`src/rtl/sdram_arb_pkg.sv`:
```
// Shared types and widths for the SDRAM front-end arbiter.
// Arbiter FSM states, owner tracking and bus width constants.
package sdram_arb_pkg;

  localparam int ADDR_W = 24;
  localparam int DATA_W = 16;

  typedef enum logic [1:0] {
    IDLE,
    CPU,
    VID,
    VID_DATA
  } arb_state_t;

  typedef enum logic {
    OWN_CPU,
    OWN_VID
  } owner_t;

endpackage

```
`src/rtl/sdram_refresh_timer.sv`:
```
// Free-running divider: one-cycle pulse every REFRESH_DIV clocks (legal 2..65535).
// Latency: pulse is decoded from the counter register; no backpressure, the controller defers refresh.
module sdram_refresh_timer #(
  parameter int REFRESH_DIV = 700
) (
  input  logic clk,
  input  logic reset,
  output logic pulse
);

  localparam logic [15:0] LAST = 16'(REFRESH_DIV - 1);

  logic [15:0] cnt_q, cnt_d;

  assign pulse = (cnt_q == LAST);

  always_comb begin
    cnt_d = cnt_q + 16'd1;
    if (pulse) cnt_d = '0;
  end

  always_ff @(posedge clk) begin
    if (reset) cnt_q <= '0;
    else       cnt_q <= cnt_d;
  end

endmodule

```
`src/rtl/sdram_arbiter.sv`:
```
// CPU/video arbiter in front of the SDRAM controller, plus refresh strobe; level oe/we/dtack handshake.
// Optional CPU stall counter on stat_cpu_wait when SDRAM_ARB_STATS_EN is defined.
module sdram_arbiter
  import sdram_arb_pkg::*;
#(
  parameter int REFRESH_DIV    = 700,
  parameter int VID_DATA_DELAY = 2
) (
  input  logic              clk,
  input  logic              reset,
  input  logic [ADDR_W-1:0] cpu_addr,
  input  logic [DATA_W-1:0] cpu_din,
  input  logic              cpu_uds,
  input  logic              cpu_lds,
  input  logic              cpu_oe,
  input  logic              cpu_we,
  output logic [DATA_W-1:0] cpu_dout,
  output logic              cpu_dtack,
  input  logic              vid_req,
  input  logic [ADDR_W-1:0] vid_addr,
  output logic [DATA_W-1:0] vid_data,
  output logic              vid_ack,
  output logic [ADDR_W-1:0] ram_addr,
  output logic [DATA_W-1:0] ram_din,
  output logic              ram_uds,
  output logic              ram_lds,
  output logic              ram_oe,
  output logic              ram_we,
  input  logic [DATA_W-1:0] ram_dout,
  input  logic              ram_dtack,
  output logic              ram_refresh,
  output logic [15:0]       stat_cpu_wait
);

  localparam logic [7:0] DLY_LAST = 8'(VID_DATA_DELAY - 1);

  arb_state_t        state_q, state_d;
  owner_t            owner_q, owner_d;
  logic [ADDR_W-1:0] vid_addr_q, vid_addr_d;
  logic [DATA_W-1:0] vid_data_q, vid_data_d;
  logic              vid_ack_q, vid_ack_d;
  logic [7:0]        dly_q, dly_d;
  logic              cpu_req;

  assign cpu_req  = cpu_oe | cpu_we;
  assign cpu_dout = ram_dout;
  assign vid_data = vid_data_q;
  assign vid_ack  = vid_ack_q;

  always_comb begin
    state_d    = state_q;
    owner_d    = owner_q;
    vid_addr_d = vid_addr_q;
    vid_data_d = vid_data_q;
    vid_ack_d  = 1'b0;
    dly_d      = dly_q;
    ram_addr   = '0;
    ram_din    = '0;
    ram_uds    = 1'b0;
    ram_lds    = 1'b0;
    ram_oe     = 1'b0;
    ram_we     = 1'b0;
    cpu_dtack  = 1'b0;
    case (state_q)
      IDLE: begin
        // A high dtack here means the controller has not released the previous cycle yet.
        if (!ram_dtack) begin
          if (vid_req && !(cpu_req && owner_q == OWN_VID)) begin
            state_d    = VID;
            vid_addr_d = vid_addr;
          end else if (cpu_req) begin
            state_d = CPU;
          end
        end
      end
      CPU: begin
        ram_addr  = cpu_addr;
        ram_din   = cpu_din;
        ram_uds   = cpu_uds;
        ram_lds   = cpu_lds;
        ram_oe    = cpu_oe;
        ram_we    = cpu_we;
        cpu_dtack = ram_dtack;
        if (!cpu_req) begin
          state_d = IDLE;
          owner_d = OWN_CPU;
        end
      end
      VID: begin
        ram_addr = vid_addr_q;
        ram_uds  = 1'b1;
        ram_lds  = 1'b1;
        ram_oe   = 1'b1;
        if (ram_dtack) begin
          state_d = VID_DATA;
          dly_d   = '0;
        end
      end
      VID_DATA: begin
        if (dly_q == DLY_LAST) begin
          vid_data_d = ram_dout;
          vid_ack_d  = 1'b1;
          state_d    = IDLE;
          owner_d    = OWN_VID;
        end else begin
          dly_d = dly_q + 8'd1;
        end
      end
      default: state_d = IDLE;
    endcase
  end

  always_ff @(posedge clk) begin
    if (reset) begin
      state_q    <= IDLE;
      owner_q    <= OWN_CPU;
      vid_addr_q <= '0;
      vid_data_q <= '0;
      vid_ack_q  <= 1'b0;
      dly_q      <= '0;
    end else begin
      state_q    <= state_d;
      owner_q    <= owner_d;
      vid_addr_q <= vid_addr_d;
      vid_data_q <= vid_data_d;
      vid_ack_q  <= vid_ack_d;
      dly_q      <= dly_d;
    end
  end

`ifdef SDRAM_ARB_STATS_EN
  logic [15:0] stat_q, stat_d;

  always_comb begin
    stat_d = stat_q;
    if (cpu_req && state_q != CPU && stat_q != 16'hFFFF) stat_d = stat_q + 16'd1;
  end

  always_ff @(posedge clk) begin
    if (reset) stat_q <= '0;
    else       stat_q <= stat_d;
  end

  assign stat_cpu_wait = stat_q;
`else
  assign stat_cpu_wait = '0;
`endif

  sdram_refresh_timer #(
    .REFRESH_DIV(REFRESH_DIV)
  ) u_refresh (
    .clk  (clk),
    .reset(reset),
    .pulse(ram_refresh)
  );

endmodule

```
`config.mk`:
```
export PLATFORM = sky130hd
export DESIGN_NAME = sdram_arbiter
export DESIGN_NICKNAME = d
export VERILOG_FILES = /design/src/rtl/sdram_arb_pkg.sv /design/src/rtl/sdram_refresh_timer.sv /design/src/rtl/sdram_arbiter.sv
export SDC_FILE = /design/constraint.sdc
export NUM_CORES = 1
export LEC_CHECK = 0
export CORE_ASPECT_RATIO = 0.8
export CORE_MARGIN = 4
export CORE_UTILIZATION = 25
export DETAILED_ROUTE_END_ITERATION = 16
export GPL_ROUTABILITY_DRIVEN = 0
export GPL_TIMING_DRIVEN = 0
export PLACE_DENSITY = 0.57
export SLEW_MARGIN = 20
export SYNTH_ARGS = -nofsm -noshare
export SYNTH_HDL_FRONTEND = slang
export SYNTH_SLANG_ARGS = --single-unit
```
`constraint.sdc`:
```
create_clock -name clk -period 2.2 [get_ports clk]
set_input_delay 0.22 -clock clk [delete_from_list [all_inputs] [get_ports clk]]
set_output_delay 0.22 -clock clk [all_outputs]
set_load 0.03 [all_outputs]
```
==> results of run 1 <==
[registers in the layout, summed over array words and instances (netlist names)]
signal and flops:
owner_q 1, u_refresh.cnt_q 16, dly_q 8, vid_data 16, vid_addr_q 24, state_q 2, vid_ack 1
[power breakdown]
group	leakage (nW)	total [mW]	switching, mW	internal (mW)
logic	1.65	1.91	1.07	0.834
registers	0.551	1.35	0.0472	1.30
clock network	0.163	1.69	0.571	1.11
total	2.36	4.94	1.69	3.25
[synth_stat cells, types with 4 or more instances]
master | number | area [um^2]
a21oi_1 | 10 | 50.1
nor2_1 | 61 | 229
a22oi_1 | 24 | 180
ha_1 | 7 | 87.6
or4_1 | 4 | 30.0
inv_1 | 8 | 30.0
nor4_1 | 4 | 25.0
o21ai_0 | 5 | 25.0
nor3_1 | 7 | 35.0
xnor2_1 | 12 | 105
dfxtp_1 | 68 | 1360
buf_2 | 4 | 20.0
buf_4 | 32 | 240
mux2i_1 | 42 | 420
nand3_1 | 13 | 65.1
and2_1 | 20 | 125
clkbuf_1 | 13 | 48.8
nand2_1 | 12 | 45.0
nor2b_1 | 29 | 181
[final cells by class]
type	instances	area, um^2	share of cell area [%]
multi-input combinational	300	1970	33.8
timing repair buffer	165	1520	26.0
sequential	68	1360	23.3
inverter	8	30.0	0.514
tap	184	230	3.94
buffer	54	382	6.53
clock inverter	7	123	2.10
clock buffer	9	225	3.85
[cell families (layout without fill, tap and decap cells)]
| group | Yosys count | count (layout) | share of synthesized area (%) |
|---|---|---|---|
| multiplexers | 42 | 42 | 11.6 |
| other | 1 | 16 | 0.103 |
| AND/OR/NAND/NOR | 170 | 170 | 24.9 |
| AO/OA/AOI/OAI | 52 | 52 | 10.0 |
| adder cells (fa/ha/maj) | 7 | 7 | 2.41 |
| flip-flops | 68 | 68 | 37.5 |
| buffers and inverters | 62 | 243 | 10.3 |
| XOR/XNOR | 13 | 13 | 3.14 |
[metal layers]
metal	global-route usage, %	up-vias
met3	4.33	10
met2	20.8	119
li1	-	1764
met5	0	-
met4	3.67	0
met1	16.7	1654
[how the worst max path moves through the flow]
stage / startpoint / to / cells after the start
after floorplan: u_refresh.cnt_q[0]$_SDFF_PP0_ / u_refresh.cnt_q[13]$_SDFF_PP0_ / 7
after global placement: state_q[0]$_SDFFE_PP0P_ / ram_addr[15] / 7
after detailed placement: state_q[0]$_SDFFE_PP0P_ / ram_addr[8] / 7
after CTS: state_q[0]$_SDFFE_PP0P_ / ram_addr[8] / 7
after global routing: state_q[1]$_SDFFE_PP0P_ / ram_uds / 5
final: state_q[0]$_SDFFE_PP0P_ / ram_addr[10] / 5
[layout by cell type (no fill, tap or decap), types with 13 or more instances in the layout]
| master | count |
|---|---|
| a22oi_1 | 24 |
| conb_1 | 16 |
| clkdlybuf4s50_1 | 119 |
| nor2b_1 | 29 |
| buf_2 | 20 |
| mux2i_1 | 42 |
| nor2_1 | 61 |
| buf_4 | 35 |
| nand3_1 | 13 |
| dfxtp_1 | 68 |
| and2_1 | 20 |
[worst register-to-register path, stage by stage, from the launching register on]
cell and delay (ns):
dfxtp_1 0.42, inv_1 0.06, ha_1 0.21, nor3b_2 0.18
nand3_1 0.10, buf_2 0.29, buf_2 0.35, mux2i_1 0.22
nor2_1 0.05
[what timing repair did]
action,CTS,global route
hold buffers,0,0
gates resized for setup,132,51
setup buffers,0,0
cloned,0,0
endpoints found under the setup margin,46,56
[stage by stage]
step	area, um^2	TNS, ns	utilization [%]
after floorplan	3680	0	-
after global placement	5570	-16.62	39.1
after detailed placement	5570	-17.50	39.1
after CTS	5870	-0.0534	41.2
after global routing	5840	-0.275	41.0
final	5840	0	41.0
==> reports/qor.yml, run 1 <==
yosys_warnings: 0
whs_path_depth: 2
tritoncts: "done"
crit_path_max_incr_delay_ns: 0.43
yosysUniqueCellTypes: 46
total_power_mw: 4.94
maxUsedRoutingLayer: "met4"
instances_no_fill: 795
leakage_nw: 2.36
clkSinkCount: 68
fillCellCount: 1416
synth_area_um2: 3630
min_from: "reset"
ys_async_sr_fraction_pct: 0
antenna_found_initial: 0
holdPathEnd: "owner_q$_SDFFE_PP0P_"
h-tree-depth: 3
die_h_um: 116
start_util_pct: 25.5
cp.required_ns: 1.98
hold_ws_ns: 0.360
cts-root-buf: "clkbuf_16"
hold_class: "in2reg"
finalCriticalPeriod_ns: 2.15
worstMarginPinSlew_ns: 0.610
wl_per_cell_um: 13.9
path_class: "reg2out"
regToRegEndpoint: "vid_data[6]$_SDFFE_PP0P_"
first_global_vias: 3463
clk_pin_slew_worst_paths_ns: 0.06
core_area_um2: 14200
place_inst: 779
rows: 39
avgSynthCellArea_um2: 8.74
cellPowerDensity_nw_per_um2: 846
port_buffers: 165
regToRegStartpoint: "dly_q[1]$_SDFFE_PP0P_"
worstPathMaxFanout: 10
cts_made_buffers: 9
drive_gt1_share_pct: 17.5
cp_top_family: "buffers and inverters"
area_delta_synth_final_pct: 61.1
drv_slew: 0
wl_met2_um: 5130
synth_edf_count: 0
dr_wl_met3_um: 882
setup_viol: 0
grt-ovfl-total: 0
die_w_um: 143
rrSetupSlack_ns: 0.18
m1WireLength_um: 4900
drtPass1Iterations: 4
worstPathArrival_ns: 1.93
ys_seq_area_share_pct: 37.5
dp_hpwl_um: 8550
crit_chain: "inv_1, ha_2, clkbuf_4, nor2b_1, clkdlybuf4s15_2"
timing.fmax_mhz: 466
ys_seq_elements: 68
route.detailed.drc: 0
fin_crit_sh_pct: 97.6
ant_nets: 0
clk_path_buf_depth: 2
worst-r2r-cell-count: 8
routed-via-count: 3547
dpl_worst_slack_ns: -0.679
routed_wl_um: 11000
num_antenna_cells: 0
finalWorstSetupSlack_ns: 0.0531
hold_viol: 0
ys.flop_type: "dfxtp_1"
via_per_inst: 4.46
first_iter_violations: 210
cp-end-kind: "output port"
vdd_drop_max_uv: 441
grt_pass1_wl_um: 17200
cp_slowest_cell: "ha_2"
grt_max_degree: 14
outcome: "finished, final reports clean"
drv_cap: 0
slew_headroom_pct: 59.3
grt_use_total_pct: 13.0
clk_latency_ns: 0.33
num_io_pins: 183
fin_nets: 701
fp.dieArea_um2: 16500
clock_skew_ns: 0.00965
cp-start-kind: "register"
rsz0062_at_grt: "true"
synth_cells: 415
cp.buffers_inverters: 3
Power figures use the tool's default switching activity.
==> inputs of run 2 (changes only) <==
--- a/config.mk
+++ b/config.mk
@@ -7,11 +7,12 @@
 export LEC_CHECK = 0
 export CORE_ASPECT_RATIO = 0.8
 export CORE_MARGIN = 4
-export CORE_UTILIZATION = 25
+export CORE_UTILIZATION = 41
 export DETAILED_ROUTE_END_ITERATION = 16
 export GPL_ROUTABILITY_DRIVEN = 0
 export GPL_TIMING_DRIVEN = 0
-export PLACE_DENSITY = 0.57
+export PLACE_DENSITY = 0.85
+export SETUP_SLACK_MARGIN = 0.3
 export SLEW_MARGIN = 20
 export SYNTH_ARGS = -nofsm -noshare
 export SYNTH_HDL_FRONTEND = slang
==> run 2 against run 1 <==
Compared with the run above: sequential cell count unchanged; wire length increased by 16%; clock power decreased by 40%; critical path type unchanged; sequential share of layout area decreased by 1.4 points; combinational power increased by 48%; core utilization increased by 32 points; non-clock buffer count increased by 17; via count increased by 8.5%.
==> reports/qor.yml, run 2 (synthesis gave the netlist of run 1 again) <==
total_power_mw: 5.23
num_io_pins: 183
drive_gt1_share_pct: 31.1
ant_nets: 0
clock_skew_ns: 0.0120
cp_top_family: "buffers and inverters"
antenna_found_initial: 0
slew_headroom_pct: 59.4
grt_use_total_pct: 22.0
whs_path_depth: 2
port_buffers: 165
leakage_nw: 2.50
fin_nets: 718
hold_class: "in2reg"
hold_viol: 0
setup_viol: 0
cellPowerDensity_nw_per_um2: 833
clkSinkCount: 68
cts_made_buffers: 9
grt_util_met1_pct: 25.6
tritoncts: "done"
instances_no_fill: 740
fin_crit_sh_pct: 89.6
cp-start-kind: "register"
cp_num_cells: 7
start_util_pct: 42.4
die_w_um: 113
grt_pass1_wl_um: 18600
timing.fmax_mhz: 507
drtPass1Iterations: 4
die_h_um: 92.1
grt_use_met2_pct: 37.9
tns_ns: 0
wl_per_cell_um: 17.3
area_delta_synth_final_pct: 73.1
fp.dieArea_um2: 10400
core_area_um2: 8560
vdd_drop_max_uv: 502
routed_wl_um: 12800
outcome: "finished, final reports clean"
clk_latency_ns: 0.34
cp.buffers_inverters: 4
crit_chain: "inv_4, ha_4, clkbuf_16, clkbuf_16, a22oi_2, nor2b_2, buf_6"
first_global_vias: 3758
finalCriticalPeriod_ns: 1.97
rows: 30
postCtsHoldBufs: 0
final_cell_mix: "clkdlybuf4s50_1, nor2_1, dfxtp_1"
grt_max_degree: 13
h-tree-depth: 3
rsz0062_at_grt: "true"
drv_cap: 0
largest_register_ff_count: 24
cp.required_ns: 1.98
path_common_cell: "clkbuf_16"
via_per_inst: 5.20
cts-root-buf: "clkbuf_8"
path_class: "reg2out"
grtUsageMet3_pct: 7.85
regMostFlops: "vid_addr_q"
cp_slowest_cell: "dfxtp_4"
final_common_cell: "clkdlybuf4s50_1"
worstMarginPinSlew_ns: 0.610
grt-ovfl-total: 0
num_antenna_cells: 0
clk_path_buf_depth: 2
routed-via-count: 3849
route.detailed.drc: 0
crit_path_max_incr_delay_ns: 0.40
worstPathArrival_ns: 1.75
cp-end-kind: "output port"
drv_slew: 0
busiest_layer: "met2"
place_inst: 707
dp_hpwl_um: 8480
worstPathMaxFanout: 7
worst-r2r-cell-count: 6
first_iter_violations: 188
clk_pin_slew_worst_paths_ns: 0.08
[run 2: through the flow]
stage | setup WS, ns | instance area (um^2) | hold WS [ns] | utilization (%)
after floorplan | 0.270 | 3760 | 0.364 | -
after detailed placement | -0.607 | 5550 | 0.449 | 64.9
after CTS | 0.216 | 6020 | 0.305 | 70.3
after global placement | -0.588 | 5550 | 0.434 | 64.9
final | 0.228 | 6280 | 0.338 | 73.3
after global routing | 0.174 | 6280 | 0.345 | 73.3
[run 2: final timing paths]
kind,startpoint,endpoint,slack (ns)
worst min register to register,u_refresh.cnt_q[0]$_SDFF_PP0_,u_refresh.cnt_q[0]$_SDFF_PP0_,0.45
worst max-delay path,state_q[0]$_SDFFE_PP0P_,ram_addr[13],0.23
worst min-delay path,reset,owner_q$_SDFFE_PP0P_,0.34
worst max register to register,state_q[0]$_SDFFE_PP0P_,state_q[0]$_SDFFE_PP0P_,0.28
[run 2: cell type report]
class / instances / area [um^2]
buffer: 54 / 497
multi-input combinational: 300 / 2230
clock buffer: 11 / 131
tap: 112 / 140
fill: 580 / 2280
clock inverter: 5 / 62.6
sequential: 68 / 1380
timing repair buffer: 182 / 1800
inverter: 8 / 35.0
[run 2: repair_timing]
| action | 4_1_cts | 5_1_grt |
|---|---|---|
| pin swaps | 16 | 17 |
| buffers inserted | 4 | 7 |
| setup endpoints to repair | 78 | 79 |
| resized for setup | 332 | 61 |
| cloned | 3 | 3 |
[run 2: report_power, final]
group / switching (mW) / total [mW] / internal (mW)
clock network: 0.488 / 1.02 / 0.528
registers: 0.0827 / 1.39 / 1.31
logic: 1.38 / 2.82 / 1.44
total: 1.95 / 5.23 / 3.28
[run 2: routing by layer]
| layer | vias up | share of wire [%] |
|---|---|---|
| met5 | - | 0 |
| met4 | 0 | 2.5 |
| met3 | 28 | 8.7 |
| met2 | 203 | 50 |
| met1 | 1814 | 38 |
| li1 | 1804 | - |
